==> src/rtl/alu_arbiter_if.sv <==
// Request, response and ALU-side bus of the two-port ALU arbiter.
// The slave modport is the arbiter; the master modport is the requesters plus the ALU.
interface alu_arbiter_if;
    logic        req0_valid;
    logic        req0_ready;
    logic [5:0]  req0_alucode;
    logic [31:0] req0_opr1;
    logic [31:0] req0_opr2;
    logic [3:0]  req0_tag;

    logic        req1_valid;
    logic        req1_ready;
    logic [5:0]  req1_alucode;
    logic [31:0] req1_opr1;
    logic [31:0] req1_opr2;
    logic [3:0]  req1_tag;

    logic [5:0]  alu_alucode;
    logic [31:0] alu_opr1;
    logic [31:0] alu_opr2;
    logic [31:0] alu_result;
    logic        alu_br_taken;

    logic        rsp0_valid;
    logic        rsp0_ready;
    logic [31:0] rsp0_result;
    logic        rsp0_br_taken;
    logic [3:0]  rsp0_tag;

    logic        rsp1_valid;
    logic        rsp1_ready;
    logic [31:0] rsp1_result;
    logic        rsp1_br_taken;
    logic [3:0]  rsp1_tag;

    modport slave (
        input  req0_valid, req0_alucode, req0_opr1,
        input  req0_opr2, req0_tag,
        output req0_ready,
        input  req1_valid, req1_alucode, req1_opr1,
        input  req1_opr2, req1_tag,
        output req1_ready,
        output alu_alucode, alu_opr1, alu_opr2,
        input  alu_result, alu_br_taken,
        output rsp0_valid, rsp0_result, rsp0_br_taken,
        output rsp0_tag,
        input  rsp0_ready,
        output rsp1_valid, rsp1_result, rsp1_br_taken,
        output rsp1_tag,
        input  rsp1_ready
    );

    modport master (
        output req0_valid, req0_alucode, req0_opr1,
        output req0_opr2, req0_tag,
        input  req0_ready,
        output req1_valid, req1_alucode, req1_opr1,
        output req1_opr2, req1_tag,
        input  req1_ready,
        input  alu_alucode, alu_opr1, alu_opr2,
        output alu_result, alu_br_taken,
        input  rsp0_valid, rsp0_result, rsp0_br_taken,
        input  rsp0_tag,
        output rsp0_ready,
        input  rsp1_valid, rsp1_result, rsp1_br_taken,
        input  rsp1_tag,
        output rsp1_ready
    );
endinterface

==> src/rtl/alu_arbiter.sv <==
// Round-robin sharing of the execute ALU between two requesters,
// with a one-entry registered response slot per port.
`ifndef ALU_ADD
`define ALU_ADD 6'd0
`endif

module alu_arbiter #(
    parameter logic [5:0] IDLE_CODE = `ALU_ADD,
    parameter int          CNT_W     = 16
) (
    input  logic             clk,
    input  logic             rst_n,
    alu_arbiter_if.slave     bus,
    output logic [CNT_W-1:0] conflict_cnt
);
    logic elig0, elig1;
    logic grant0, grant1;
    logic last_grant;

    // Nothing is accepted while reset is asserted.
    assign elig0 = rst_n && bus.req0_valid &&
                   (!bus.rsp0_valid || bus.rsp0_ready);
    assign elig1 = rst_n && bus.req1_valid &&
                   (!bus.rsp1_valid || bus.rsp1_ready);

    assign grant0 = elig0 && (!elig1 || last_grant);
    assign grant1 = elig1 && (!elig0 || !last_grant);

    assign bus.req0_ready = grant0;
    assign bus.req1_ready = grant1;

    always_comb begin
        bus.alu_alucode = IDLE_CODE;
        bus.alu_opr1    = '0;
        bus.alu_opr2    = '0;
        unique case (1'b1)
            grant0: begin
                bus.alu_alucode = bus.req0_alucode;
                bus.alu_opr1    = bus.req0_opr1;
                bus.alu_opr2    = bus.req0_opr2;
            end
            grant1: begin
                bus.alu_alucode = bus.req1_alucode;
                bus.alu_opr1    = bus.req1_opr1;
                bus.alu_opr2    = bus.req1_opr2;
            end
            default: ;
        endcase
    end

    always_ff @(posedge clk) begin
        if (!rst_n) begin
            bus.rsp0_valid    <= 1'b0;
            bus.rsp0_result   <= '0;
            bus.rsp0_br_taken <= 1'b0;
            bus.rsp0_tag      <= '0;
            bus.rsp1_valid    <= 1'b0;
            bus.rsp1_result   <= '0;
            bus.rsp1_br_taken <= 1'b0;
            bus.rsp1_tag      <= '0;
            last_grant        <= 1'b1;
            conflict_cnt      <= '0;
        end else begin
            if (grant0) begin
                bus.rsp0_valid    <= 1'b1;
                bus.rsp0_result   <= bus.alu_result;
                bus.rsp0_br_taken <= bus.alu_br_taken;
                bus.rsp0_tag      <= bus.req0_tag;
            end else if (bus.rsp0_ready) begin
                bus.rsp0_valid <= 1'b0;
            end

            if (grant1) begin
                bus.rsp1_valid    <= 1'b1;
                bus.rsp1_result   <= bus.alu_result;
                bus.rsp1_br_taken <= bus.alu_br_taken;
                bus.rsp1_tag      <= bus.req1_tag;
            end else if (bus.rsp1_ready) begin
                bus.rsp1_valid <= 1'b0;
            end

            if (grant0 || grant1)
                last_grant <= grant1;

            if (elig0 && elig1 && (conflict_cnt != '1))
                conflict_cnt <= conflict_cnt + 1'b1;
        end
    end
endmodule

==> src/flat_wrapper.sv <==
// flat-port wrapper written by rule: the top's interface ports become plain ports
module alu_arbiter_flat 
#(
    parameter logic [5:0] IDLE_CODE = `ALU_ADD,
    parameter int          CNT_W     = 16
)
  (clk, rst_n, conflict_cnt, bus_req0_valid, bus_req0_alucode, bus_req0_opr1, bus_req0_opr2, bus_req0_tag, bus_req0_ready, bus_req1_valid, bus_req1_alucode, bus_req1_opr1, bus_req1_opr2, bus_req1_tag, bus_req1_ready, bus_alu_alucode, bus_alu_opr1, bus_alu_opr2, bus_alu_result, bus_alu_br_taken, bus_rsp0_valid, bus_rsp0_result, bus_rsp0_br_taken, bus_rsp0_tag, bus_rsp0_ready, bus_rsp1_valid, bus_rsp1_result, bus_rsp1_br_taken, bus_rsp1_tag, bus_rsp1_ready);
  alu_arbiter_if bus_i ();
  input  logic clk;
  input  logic rst_n;
  output logic [CNT_W-1:0] conflict_cnt;
  input wire logic [$bits(bus_i.req0_valid)-1:0] bus_req0_valid;
  input wire logic [$bits(bus_i.req0_alucode)-1:0] bus_req0_alucode;
  input wire logic [$bits(bus_i.req0_opr1)-1:0] bus_req0_opr1;
  input wire logic [$bits(bus_i.req0_opr2)-1:0] bus_req0_opr2;
  input wire logic [$bits(bus_i.req0_tag)-1:0] bus_req0_tag;
  output wire logic [$bits(bus_i.req0_ready)-1:0] bus_req0_ready;
  input wire logic [$bits(bus_i.req1_valid)-1:0] bus_req1_valid;
  input wire logic [$bits(bus_i.req1_alucode)-1:0] bus_req1_alucode;
  input wire logic [$bits(bus_i.req1_opr1)-1:0] bus_req1_opr1;
  input wire logic [$bits(bus_i.req1_opr2)-1:0] bus_req1_opr2;
  input wire logic [$bits(bus_i.req1_tag)-1:0] bus_req1_tag;
  output wire logic [$bits(bus_i.req1_ready)-1:0] bus_req1_ready;
  output wire logic [$bits(bus_i.alu_alucode)-1:0] bus_alu_alucode;
  output wire logic [$bits(bus_i.alu_opr1)-1:0] bus_alu_opr1;
  output wire logic [$bits(bus_i.alu_opr2)-1:0] bus_alu_opr2;
  input wire logic [$bits(bus_i.alu_result)-1:0] bus_alu_result;
  input wire logic [$bits(bus_i.alu_br_taken)-1:0] bus_alu_br_taken;
  output wire logic [$bits(bus_i.rsp0_valid)-1:0] bus_rsp0_valid;
  output wire logic [$bits(bus_i.rsp0_result)-1:0] bus_rsp0_result;
  output wire logic [$bits(bus_i.rsp0_br_taken)-1:0] bus_rsp0_br_taken;
  output wire logic [$bits(bus_i.rsp0_tag)-1:0] bus_rsp0_tag;
  input wire logic [$bits(bus_i.rsp0_ready)-1:0] bus_rsp0_ready;
  output wire logic [$bits(bus_i.rsp1_valid)-1:0] bus_rsp1_valid;
  output wire logic [$bits(bus_i.rsp1_result)-1:0] bus_rsp1_result;
  output wire logic [$bits(bus_i.rsp1_br_taken)-1:0] bus_rsp1_br_taken;
  output wire logic [$bits(bus_i.rsp1_tag)-1:0] bus_rsp1_tag;
  input wire logic [$bits(bus_i.rsp1_ready)-1:0] bus_rsp1_ready;
  assign bus_i.req0_valid = bus_req0_valid;
  assign bus_i.req0_alucode = bus_req0_alucode;
  assign bus_i.req0_opr1 = bus_req0_opr1;
  assign bus_i.req0_opr2 = bus_req0_opr2;
  assign bus_i.req0_tag = bus_req0_tag;
  assign bus_req0_ready = bus_i.req0_ready;
  assign bus_i.req1_valid = bus_req1_valid;
  assign bus_i.req1_alucode = bus_req1_alucode;
  assign bus_i.req1_opr1 = bus_req1_opr1;
  assign bus_i.req1_opr2 = bus_req1_opr2;
  assign bus_i.req1_tag = bus_req1_tag;
  assign bus_req1_ready = bus_i.req1_ready;
  assign bus_alu_alucode = bus_i.alu_alucode;
  assign bus_alu_opr1 = bus_i.alu_opr1;
  assign bus_alu_opr2 = bus_i.alu_opr2;
  assign bus_i.alu_result = bus_alu_result;
  assign bus_i.alu_br_taken = bus_alu_br_taken;
  assign bus_rsp0_valid = bus_i.rsp0_valid;
  assign bus_rsp0_result = bus_i.rsp0_result;
  assign bus_rsp0_br_taken = bus_i.rsp0_br_taken;
  assign bus_rsp0_tag = bus_i.rsp0_tag;
  assign bus_i.rsp0_ready = bus_rsp0_ready;
  assign bus_rsp1_valid = bus_i.rsp1_valid;
  assign bus_rsp1_result = bus_i.rsp1_result;
  assign bus_rsp1_br_taken = bus_i.rsp1_br_taken;
  assign bus_rsp1_tag = bus_i.rsp1_tag;
  assign bus_i.rsp1_ready = bus_rsp1_ready;
  alu_arbiter #(.IDLE_CODE(IDLE_CODE), .CNT_W(CNT_W)) u_core (.clk(clk), .rst_n(rst_n), .bus(bus_i), .conflict_cnt(conflict_cnt));
endmodule
==> config.mk <==
export PLATFORM = sky130hd
export DESIGN_NAME = alu_arbiter_flat
export DESIGN_NICKNAME = d
export VERILOG_FILES = /design/src/rtl/alu_arbiter_if.sv /design/src/rtl/alu_arbiter.sv /design/src/flat_wrapper.sv
export SDC_FILE = /design/constraint.sdc
export NUM_CORES = 1
export LEC_CHECK = 0
export CAP_MARGIN = 20
export CORE_AREA = 5 5 133 135
export DETAILED_ROUTE_END_ITERATION = 12
export DIE_AREA = 0 0 138 140
export PLACE_DENSITY = 0.66
export SLEW_MARGIN = 20
export SYNTH_ARGS = -nofsm -noshare
export SYNTH_HDL_FRONTEND = slang
export SYNTH_SLANG_ARGS = --single-unit
==> constraint.sdc <==
create_clock -name clk -period 4 [get_ports clk]
set_input_delay 0.6 -clock clk [delete_from_list [all_inputs] [get_ports clk]]
set_output_delay 0.6 -clock clk [all_outputs]
set_load 0.02 [all_outputs]
==> results.toml <==
[sta]
tns_ps = 0
drv_slew = 0
rsz0062_at_grt = "no"
whs_ps = 452
slew_headroom_pct = 48.4
fmax_ghz = 0.269
min_period_over_period_pct = 93.0
setup_viol_count_final = 0
post-route-min-period_ps = 3720
hold_viol = 0
clock-skew-final_ps = 6.93
worst_pin_slew_ps = 775

[drt]
drc = 0
wl_per_cell_um = 19.5
ant_nets = 0
drt_iter0_markers = 253
first_pass_iters = 6
vias = 5077
viasPerCell = 4.71
wl_um = 21000

[pwr]
ir_worst_vdd_mv = 0.169
total_power_w = 0.00260
power_density_nw_per_um2 = 316
leakage_nw = 2.93

[final_layout]
multi_input_area_um2 = 2150
syn2layout_area_growth_pct = 96.3
drive_above_1_share_pct = 3.85
mostFrequentLayoutCell = "clkdlybuf4s50_1"
final_cell_mix = "clkdlybuf4s50_1 (350), nand2_1 (164), dfxtp_1 (93)"
stdcell_area_um2 = 8240
fin_cells = 1078
nets = 1042
regArea_um2 = 1860
fillCellCount = 1626

[setup_path]
critical_path_class = "in2out"
cp.arrival_ps = 3120
crit_fanout = 72
critPathLaunchType = "input pin"
critical_path_required_ps = 3400
cp-end-kind = "primary output"

[cts]
cts_hold_buf = 0
clockBufferDepth = 2
cts_tree = "done"
clk-insertion-delay-late_ps = 340
cts_root_buf = "clkbuf_16"
clk_pin_slew_ps = 60
postCtsSetupBuffers = 0
clkSinkCount = 93
htreeDepth = 3
cts_resized = 0
cts_buffers = 9

[floorplan]
die_h_um = 140
die_x_um = 138
rows = 47
fp.coreArea_um2 = 16300
start_util_pct = 25.7
dieArea_um2 = 19300
io_pins = 351

[yosys]
synth_warnings = 0
synth_area_um2 = 4200
synth.avg_cell_area_um2 = 8.00
synth-seq-cells = 93
synth-main-ff-cell = "dfxtp_1"
synth_top_area_share_pct = 44.3
netlist_instances = 525
async_reset_ff_share_pct = 0
synth.distinct_cells = 35
synth_edf_count = 0
netlist_top_cells_area = "dfxtp_1 (44%), nand2_1 (15%), a22o_1 (15%)"
yosys.area.top_type = "dfxtp_1"
ys_seq_area_share_pct = 44.3
syn_nets = 713

[global_route]
grt_pass1_wl_um = 30700
grt_max_degree = 73
grt_overflow = 0
grt.total_usage_pct = 20.3
grt_pass1_vias = 4934
antenna_found_initial = 2

[placement]
gp_congestion = 0.853
port_buffers = 350
place_inst = 1063
place_hpwl_um = 16100
dpl_cell_area_um2 = 7930

[outcome]
status = "completed"

[run]
drv_cap = 0

[hold_path]
hold_path_class = "reg2reg"
## synthesized netlist by cell type (all sizes together), types with 2 or more instances
cell type  count
clkbuf        30
o311ai         2
and3           2
buf           13
or4            4
nand3          7
a21oi         80
a22o          70
nor2           5
inv            3
nor3           2
o31ai          3
nand2        165
dfxtp         93
nand2b         5
o21ai          3
and2           3
nor2b          2
nand4          6
mux2i          9
nor4           9
## per-layer routing
layer  vias up  GRT usage (%)  share of wire, %
met5         -              0             0.033
met1      2315           22.9                38
met4         2           4.94               1.3
li1       2517              -                 -
met3        17           8.21               9.8
met2       226           35.8                50
## area by class of cell
type,count,area share [%]
Timing Repair Buffer,361,44.0
Clock buffer,10,2.90
Sequential cell,93,22.6
Inverter,3,0.167
Tap cell,220,3.34
Multi-Input combinational cell,386,26.1
Antenna cell,1,0.0304
Clock inverter,4,0.896
## critical path: stages
cell	delay, ps
clkdlybuf4s50_1	540
and2_1	250
a311o_2	410
clkinv_2	90
buf_12	280
a22o_1	240
clkdlybuf4s50_1	660
## power by group
group	switching, W	internal, W	leakage [nW]
Combinational	0.000323	0.000380	2.02
Clock	0.000357	0.000558	0.154
Sequential	0.0000190	0.000963	0.758
## logic make-up after synthesis
family | share of synthesized area (%)
mux | 2.15
compound gates | 26.0
simple gates | 22.3
flops | 44.3
buf+inv | 4.83
fa+ha+maj | 0.298
## registers in the layout, indices dropped and copies added (netlist names)
name / flops
u_core.last_grant: 1
u_core.bus.rsp1_result: 32
u_core.bus.rsp0_br_taken: 1
u_core.bus.rsp1_valid: 1
u_core.bus.rsp0_result: 32
u_core.bus.rsp1_br_taken: 1
u_core.bus.rsp1_tag: 4
u_core.conflict_cnt: 16
u_core.bus.rsp0_tag: 4
u_core.bus.rsp0_valid: 1
## metrics by stage
stage	util, %	setup WS [ps]
after floorplan	-	1470
after global placement	48.5	258
after detailed placement	48.5	280
after CTS	50.4	264
after global routing	50.4	182
final	50.4	282
## worst paths after layout
check	from	to	slack, ps	cells past startpoint
hold / removal	u_core.bus.rsp1_result[26]$_SDFFE_PN0P_	u_core.bus.rsp1_result[26]$_SDFFE_PN0P_	450	2
setup / recovery	rst_n	bus_alu_opr2[9]	280	7
hold reg to reg	u_core.bus.rsp1_result[26]$_SDFFE_PN0P_	u_core.bus.rsp1_result[26]$_SDFFE_PN0P_	450	2
setup reg to reg	u_core.bus.rsp1_valid$_SDFFE_PN0P_	u_core.conflict_cnt[15]$_SDFFE_PN0P_	1900	5
(Power assumes the default switching activity.)
